### config.mk
export PLATFORM = sky130hd
export DESIGN_NAME = mod8_round_ctrl
export DESIGN_NICKNAME = d
export VERILOG_FILES = /design/src/rtl/mod8_ctrl_pkg.sv /design/src/rtl/cnt_mod8_en.sv /design/src/rtl/mod8_round_ctrl.sv
export SDC_FILE = /design/constraint.sdc
export NUM_CORES = 1
export LEC_CHECK = 0
export ABC_AREA = 1
export CORE_UTILIZATION = 52
export CTS_CLUSTER_DIAMETER = 80
export DETAILED_ROUTE_END_ITERATION = 16
export MAX_ROUTING_LAYER = met4
export PLACE_DENSITY = 0.82
export SYNTH_ARGS = -nofsm -noshare
export SYNTH_HDL_FRONTEND = slang
export SYNTH_SLANG_ARGS = --single-unit
### constraint.sdc
create_clock -name cp -period 3.76 [get_ports cp]
set_clock_uncertainty 0.2 [all_clocks]
set_input_delay 0.752 -clock cp [delete_from_list [all_inputs] [get_ports cp]]
set_output_delay 0.752 -clock cp [all_outputs]
set_load 0.1 [all_outputs]
### src/rtl/mod8_ctrl_pkg.sv
// Shared state encodings and constants for the
// mod-8 round controller and its counter.
package mod8_ctrl_pkg;

  typedef enum logic [1:0] {
    ST_IDLE = 2'd0,
    ST_RUN  = 2'd1,
    ST_HOLD = 2'd2,
    ST_DONE = 2'd3
  } state_t;

  localparam logic [2:0] CNT_MAX = 3'd7;

endpackage

### src/rtl/cnt_mod8_en.sv
// Mod-8 counter with enable and synchronous clear;
// wrap flags the enabled 7->0 edge.
module cnt_mod8_en
  import mod8_ctrl_pkg::*;
(
  input  logic       cp,
  input  logic       clr,
  input  logic       en,
  input  logic       sclr,
  output logic [3:0] Q,
  output logic       wrap
);

  logic [2:0] cnt;

  always_ff @(posedge cp or posedge clr) begin
    if (clr)
      cnt <= '0;
    else if (sclr)
      cnt <= '0;
    else if (en)
      cnt <= cnt + 3'd1;
  end

  assign Q    = {1'b0, cnt};
  assign wrap = en & (cnt == CNT_MAX);

endmodule

### src/rtl/mod8_round_ctrl.sv
// Runs the mod-8 counter through a latched number
// of full passes per start, with pause/hold support.
module mod8_round_ctrl
  import mod8_ctrl_pkg::*;
#(
  parameter int ROUND_W = 4
) (
  input  logic               cp,
  input  logic               clr,
  input  logic               start,
  input  logic [ROUND_W-1:0] rounds,
  input  logic               pause,
  output logic [3:0]         Q,
  output logic               qcc,
  output logic               busy,
  output logic               done,
  output logic [ROUND_W-1:0] rnd_cnt
);

  state_t state, state_nx;

  logic [ROUND_W-1:0] rounds_q;
  logic [ROUND_W-1:0] rnd_inc;
  logic               en;
  logic               sclr;
  logic               wrap;
  logic               accept;

  assign accept  = (state == ST_IDLE) & start;
  assign rnd_inc = rnd_cnt + 1'b1;

  cnt_mod8_en u_cnt (
    .cp   (cp),
    .clr  (clr),
    .en   (en),
    .sclr (sclr),
    .Q    (Q),
    .wrap (wrap)
  );

  always_ff @(posedge cp or posedge clr) begin
    if (clr)
      state <= ST_IDLE;
    else
      state <= state_nx;
  end

  always_comb begin
    state_nx = state;
    en       = 1'b0;
    sclr     = 1'b0;
    unique case (state)
      ST_IDLE: begin
        if (start) begin
          sclr     = 1'b1;
          state_nx = (rounds == '0) ? ST_DONE : ST_RUN;
        end
      end
      ST_RUN: begin
        if (pause) begin
          state_nx = ST_HOLD;
        end else begin
          en = 1'b1;
          if (wrap && (rnd_inc == rounds_q))
            state_nx = ST_DONE;
        end
      end
      // resume edge never counts
      ST_HOLD: begin
        if (!pause)
          state_nx = ST_RUN;
      end
      ST_DONE: state_nx = ST_IDLE;
      default: state_nx = ST_IDLE;
    endcase
  end

  always_ff @(posedge cp or posedge clr) begin
    if (clr) begin
      rounds_q <= '0;
      rnd_cnt  <= '0;
    end else if (accept) begin
      rounds_q <= rounds;
      rnd_cnt  <= '0;
    end else if (wrap) begin
      rnd_cnt  <= rnd_inc;
    end
  end

  assign qcc  = wrap;
  assign busy = (state == ST_RUN) | (state == ST_HOLD);
  assign done = (state == ST_DONE);

endmodule

; ---- Word level (Yosys, flattened, before mapping)
; Index checks and enable logic that the tools add are counted.
[classes]
add_sub_neg = 2
bitwise_logic = 3
mux = 14
n_reduce_logical = 6
eq_ne = 8
[op_table]
columns = op, count
row1 = two-way mux 2 bit, 5
row2 = two-way mux 4 bit, 2
row3 = case mux 2 bit (4 select lines), 1
row4 = two-way mux 3 bit, 2
row5 = adder 4 x 1 -> 4 bit (second input constant), 1
row6 = == test 2 bit (second input constant), 2
row7 = == test 4 bit, 1
row8 = logical NOT 4 bit, 1
row9 = two-way mux 1 bit, 4
row10 = != test 2 bit (second input constant), 2
row11 = nonzero test 2 bit, 2
row12 = adder 3 x 1 -> 3 bit (second input constant), 1
row13 = == test 3 bit (second input constant), 1
row14 = != test 3 bit (second input constant), 1
row15 = AND reduction 3 bit, 1
row16 = AND 1 bit, 2
row17 = == test 2 x 1 -> 1 bit (second input constant), 1
row18 = logical NOT 2 bit, 1
row19 = logical AND 1 bit, 1
row20 = bitwise OR 1 bit, 1
[totals]
out_inout_bits = 11
inputBits = 8
elab_cells = 37
regBits = 13

; ---- Longest topological paths before layout
[logic_depth]
ltp_word = 7
mapped_depth = 12
depth_no_buf = 12

; ---- Cells and area by module
; Synthesis repeated with hierarchy kept, for this count alone.
[unflattened]
cells_unflattened = 113
hier_area_um2 = 849.6
[modules_own_cells]
columns = module, seq_area_each_um2, cells_each, instances, area_each_um2
row1 = mod8_round_ctrl, 250.2, 91, 1, 675.6
row2 = cnt_mod8_en, 75.1, 22, 1, 173.9

; ---- Worst setup path after synthesis
; Ideal clock, no wire load.
[synth_path]
kind = register to output
start = register u_cnt.cnt[0]
end = output qcc
stages_incl_launch_ff = 5
required_time_ps = 2808
path_slack_ps = 887
n_path_buf = 0
t_arrival_ps = 1921
cell_sequence = dfrtp_1 > ha_1 > ha_1 > inv_2 > nor2_4
[synth_between]
elab_chain_cells = 2
[synth_rtl]
columns = item, line
row1 = from (decl), cnt_mod8_en.sv:14  ; logic [2:0] cnt;
row2 = from (signal assigned), cnt_mod8_en.sv:22  ; cnt <= cnt + 3'd1;
row3 = == test 3 bit, cnt_mod8_en.sv:26  ; assign wrap = en & (cnt == CNT_MAX);
row4 = AND 1 bit, cnt_mod8_en.sv:26
row5 = to (decl), mod8_round_ctrl.sv:14  ; output logic qcc,
; No other way between the ends.

; ---- Final worst setup path
[layout_path]
start = register rnd_cnt[1]
end = output rnd_cnt[1]
[layout_rtl]
columns = item, line
row1 = from (decl), mod8_round_ctrl.sv:17  ; output logic [ROUND_W-1:0] rnd_cnt
row2 = from (signal assigned), mod8_round_ctrl.sv:86  ; rnd_cnt <= rnd_inc;
; No word-level cell between the ends.

==> impl.org <==
** STA
- The worst path uses approximately 75% of the clock period.
- Number of failing setup endpoints in the final timing report :: 0
- Min Tclk post-route :: 2.81 ns
- Headroom to the max-slew limit came out at a little over a third.
- Number of max-slew violations in the final report :: 0
- Max Clock Freq :: ~360 MHz
- TNS Setup :: 0 ns
- Transition time at the pin with the least slew margin :: just under 1 ns
- Setup repair after global routing left no endpoint under its margin.
- The count of final hold-check violations was 0.

** Critical path
- Worst Setup End Kind :: output port
- Ordered cell list for the critical path :: clkdlybuf4s50_1
- The worst setup path is launched from a flop.
- Maximum fanout count along the critical path :: 6
- Longest individual stage delay on the worst path :: about 1.2 ns
- In this run the number of cells on the critical path is 1.
- Sum of buffers and inverters on the critical path :: 1
- Type of the worst setup path :: reg2out
- Number of cell instances on the worst register-to-register path :: 7
- In this run the critical register-to-register path is captured at rnd_cnt[3].
- Data arrival time of the critical path :: around 1.9 ns
- The slowest stage of the critical path belongs to the cell clkdlybuf4s50_1.
- R2r setup slk :: between 1.5 and 2 ns
- R2r startpoint :: state[0]
- In this design, the largest share of critical-path delay is due to buffers and inverters.
- Worst endpoint required time :: about 2.8 ns

** Final layout
- Leaving out fill and tap cells, the most frequent cell in the layout is nand2_1.
- In the layout the commonest cells are nand2_1, inv_1, nand3_1, dfrtp_1, clkdlybuf4s50_1.
- Fin nets :: roughly 140
- Antenna diode count :: 0
- Fill count :: 134
- Once layout is complete, the cells apart from fillers number approximately 140.
- Compared with the post-synthesis result, the final layout area differs by 23.1%.
- Share of final-layout standard cells stronger than drive strength 1 :: between 10% and 20%
- The finished cells cover 0.00103 mm².

** GRT
- GRT Residual Overflow :: 0
- Global-route met2 utilization :: 33.1%
- Number of global-route vias before repair :: around 680
- Maximum number of pins on one net before global-route repair :: 14
- met2 is the most crowded layer.
- Across every metal layer, demand over resource in global routing totals a little over a fifth.
- The first global-routing pass estimated roughly 2.9 mm of wire.
- The initial antenna violation count was 0.
- GRT met1 Usage :: between 30% and 40%
- Global routing used around 2.6% of the available met3 tracks.

** Min path
- Beginning of the worst hold path :: rounds_q[1]
- Worst hold path stage count :: 2
- The tightest min-delay check is of the reg2reg type.
- For hold timing, the worst endpoint is rounds_q[1].

** Synth
- Proportion of synthesized chip area in sequential cells :: roughly two fifths
- Net Count, Synth :: roughly 120
- After synthesis, the mean cell area works out to slightly below 8 µm².
- For this run, the number of Yosys warnings is 0.
- Synthesized area :: 836 µm²
- Synthesis instantiated 24 different standard cells from the library.
- Post-synthesis cell count :: roughly 110
- Number of flip-flops and latches in the synthesized netlist :: 13

** Clock network
- Counting the buffers created by CTS gives 3.
- The clock drives 13 sinks.
- The clock reaches the later pin of the worst-skew pair after ~0.28 ns.
- No sink is reached through more buffers than the 2 on the longest clock path.
- Post-CTS setup buffer count :: 0
- In this run the clock root is driven by a clkbuf_4.
- Hold-fix buffers, CTS :: 0
- Clock transition time at the flip-flop clock pins of the worst setup and hold paths :: ~0.080 ns
- H-tree levels :: 1
- TritonCTS built the clock tree.
- Number of gates given a new drive strength after cts :: 0

** Placement
- Instance area at placement :: approximately 0.0010 mm²
- Including well taps, the total number of placed cells is between 100 and 150.
- Half-perimeter wire length of the detailed placement result :: between 1 and 1.5 mm
- Quantity of I/O buffers inserted on ports :: 17
- The congestion estimate from routability-driven global placement came to just under 0.8.

** Floorplanning
- The die is roughly 42 µm tall.
- I/O pin count :: 19
- Starting density of the core :: 55.5%
- Width of the die :: ~42 µm
- The die covers approximately 0.0018 mm².
- Site Rows :: 14
- The core region is roughly 0.0015 mm².

** Run
- Max-cap violations in this run came to 0.

** Route
- Final routed wirelength across all metal layers :: about 1.6 mm
- Remaining routing DRC violations :: 0
- Detailed-routing iteration count for the pre-antenna-repair pass :: 4
- Once detail routing completed, the nets flagged for antenna violations numbered 0.
- Via count :: around 740
- After detailed routing, the number of vias per cell comes to a little over 5.
- Iter 0 DRT Violations :: 16
- Routed wire length per instance :: roughly 11 µm

** Power and ir drop
- Static leakage power :: 0.541 nW
- PD cells :: 681 mW/mm²
- Worst VDD drop :: slightly below 600 µV

** Run status
- The run finished with clean final reports.
## registers in the layout, indices dropped and copies added, names as in the netlist
name       cells
rnd_cnt        4
rounds_q       4
u_cnt.cnt      3
state          2
## kinds of logic (layout without fill, tap and decap cells)
kind of cell,after synthesis,after routing,share of synthesized area [%]
simple gates,53,53,29.9
buf+inv,21,40,9.88
flops,13,13,38.9
xor+xnor,2,2,2.10
fa+ha+maj,8,8,12.0
other cells,1,1,0.449
compound gates,10,10,6.74
## synth_stat cells
| cell type | count | area (µm²) |
|---|---|---|
| nand4_1 | 2 | 12.5 |
| inv_1 | 15 | 56.3 |
| o32ai_1 | 1 | 8.76 |
| ha_1 | 8 | 100 |
| inv_2 | 3 | 11.3 |
| clkinv_1 | 1 | 3.75 |
| dfrtp_1 | 13 | 325 |
| nand3_1 | 13 | 65.1 |
| nand2_1 | 28 | 105 |
| xnor2_1 | 1 | 8.76 |
| o21ai_1 | 3 | 15.0 |
| nor2_4 | 1 | 11.3 |
| a22oi_1 | 1 | 7.51 |
| nand2_2 | 4 | 25.0 |
| conb_1 | 1 | 3.75 |
| buf_4 | 1 | 7.51 |
| clkbuf_1 | 1 | 3.75 |
| xor2_1 | 1 | 8.76 |
| nand3b_1 | 1 | 7.51 |
| nor2_2 | 1 | 6.26 |
| nand3_2 | 1 | 10.0 |
| nor2_1 | 2 | 7.51 |
| o21ai_0 | 4 | 20.0 |
| a21oi_1 | 1 | 5.00 |
## report_power, final
part	leakage, nW	switching (mW)	total [mW]	internal [mW]
Combinational	0.356	0.292	0.401	0.109
Clock	0.0150	0.0453	0.0864	0.0411
Sequential	0.171	0.0333	0.213	0.180
## worst max-delay path by stage
stage,from,end
after floorplan,u_cnt.cnt[0],qcc
after global placement,pause,qcc
after detailed placement,pause,qcc
after CTS,rnd_cnt[1],rnd_cnt[1]
after global routing,rnd_cnt[1],rnd_cnt[1]
final,rnd_cnt[1],rnd_cnt[1]
## per-layer routing
layer	up-vias	routed length (µm)
met4	0	27
met1	342	793
li1	379	-
met3	4	37
met2	14	742
met5	-	0
## layout make-up
cell class / count / area (µm²) / share of cell area [%]
repair buffers: 17 / 158 / 15.3
clock buffers: 4 / 26.3 / 2.55
flip-flops and latches: 13 / 325 / 31.6
multi-input cells: 74 / 428 / 41.6
well taps: 16 / 20.0 / 1.95
inverters: 19 / 71.3 / 6.93
## metrics by stage
stage,utilization [%],power (mW),hold WS (ns),setup WS (ns)
floorplan,-,0.538,0.266,0.887
global placement,66.5,0.604,0.285,1.02
detailed placement,66.5,0.618,0.289,1.01
CTS,68.3,0.705,0.310,0.945
global route,68.3,0.751,0.332,0.915
finish,68.3,0.700,0.309,0.946
(Power assumes the default switching activity.)
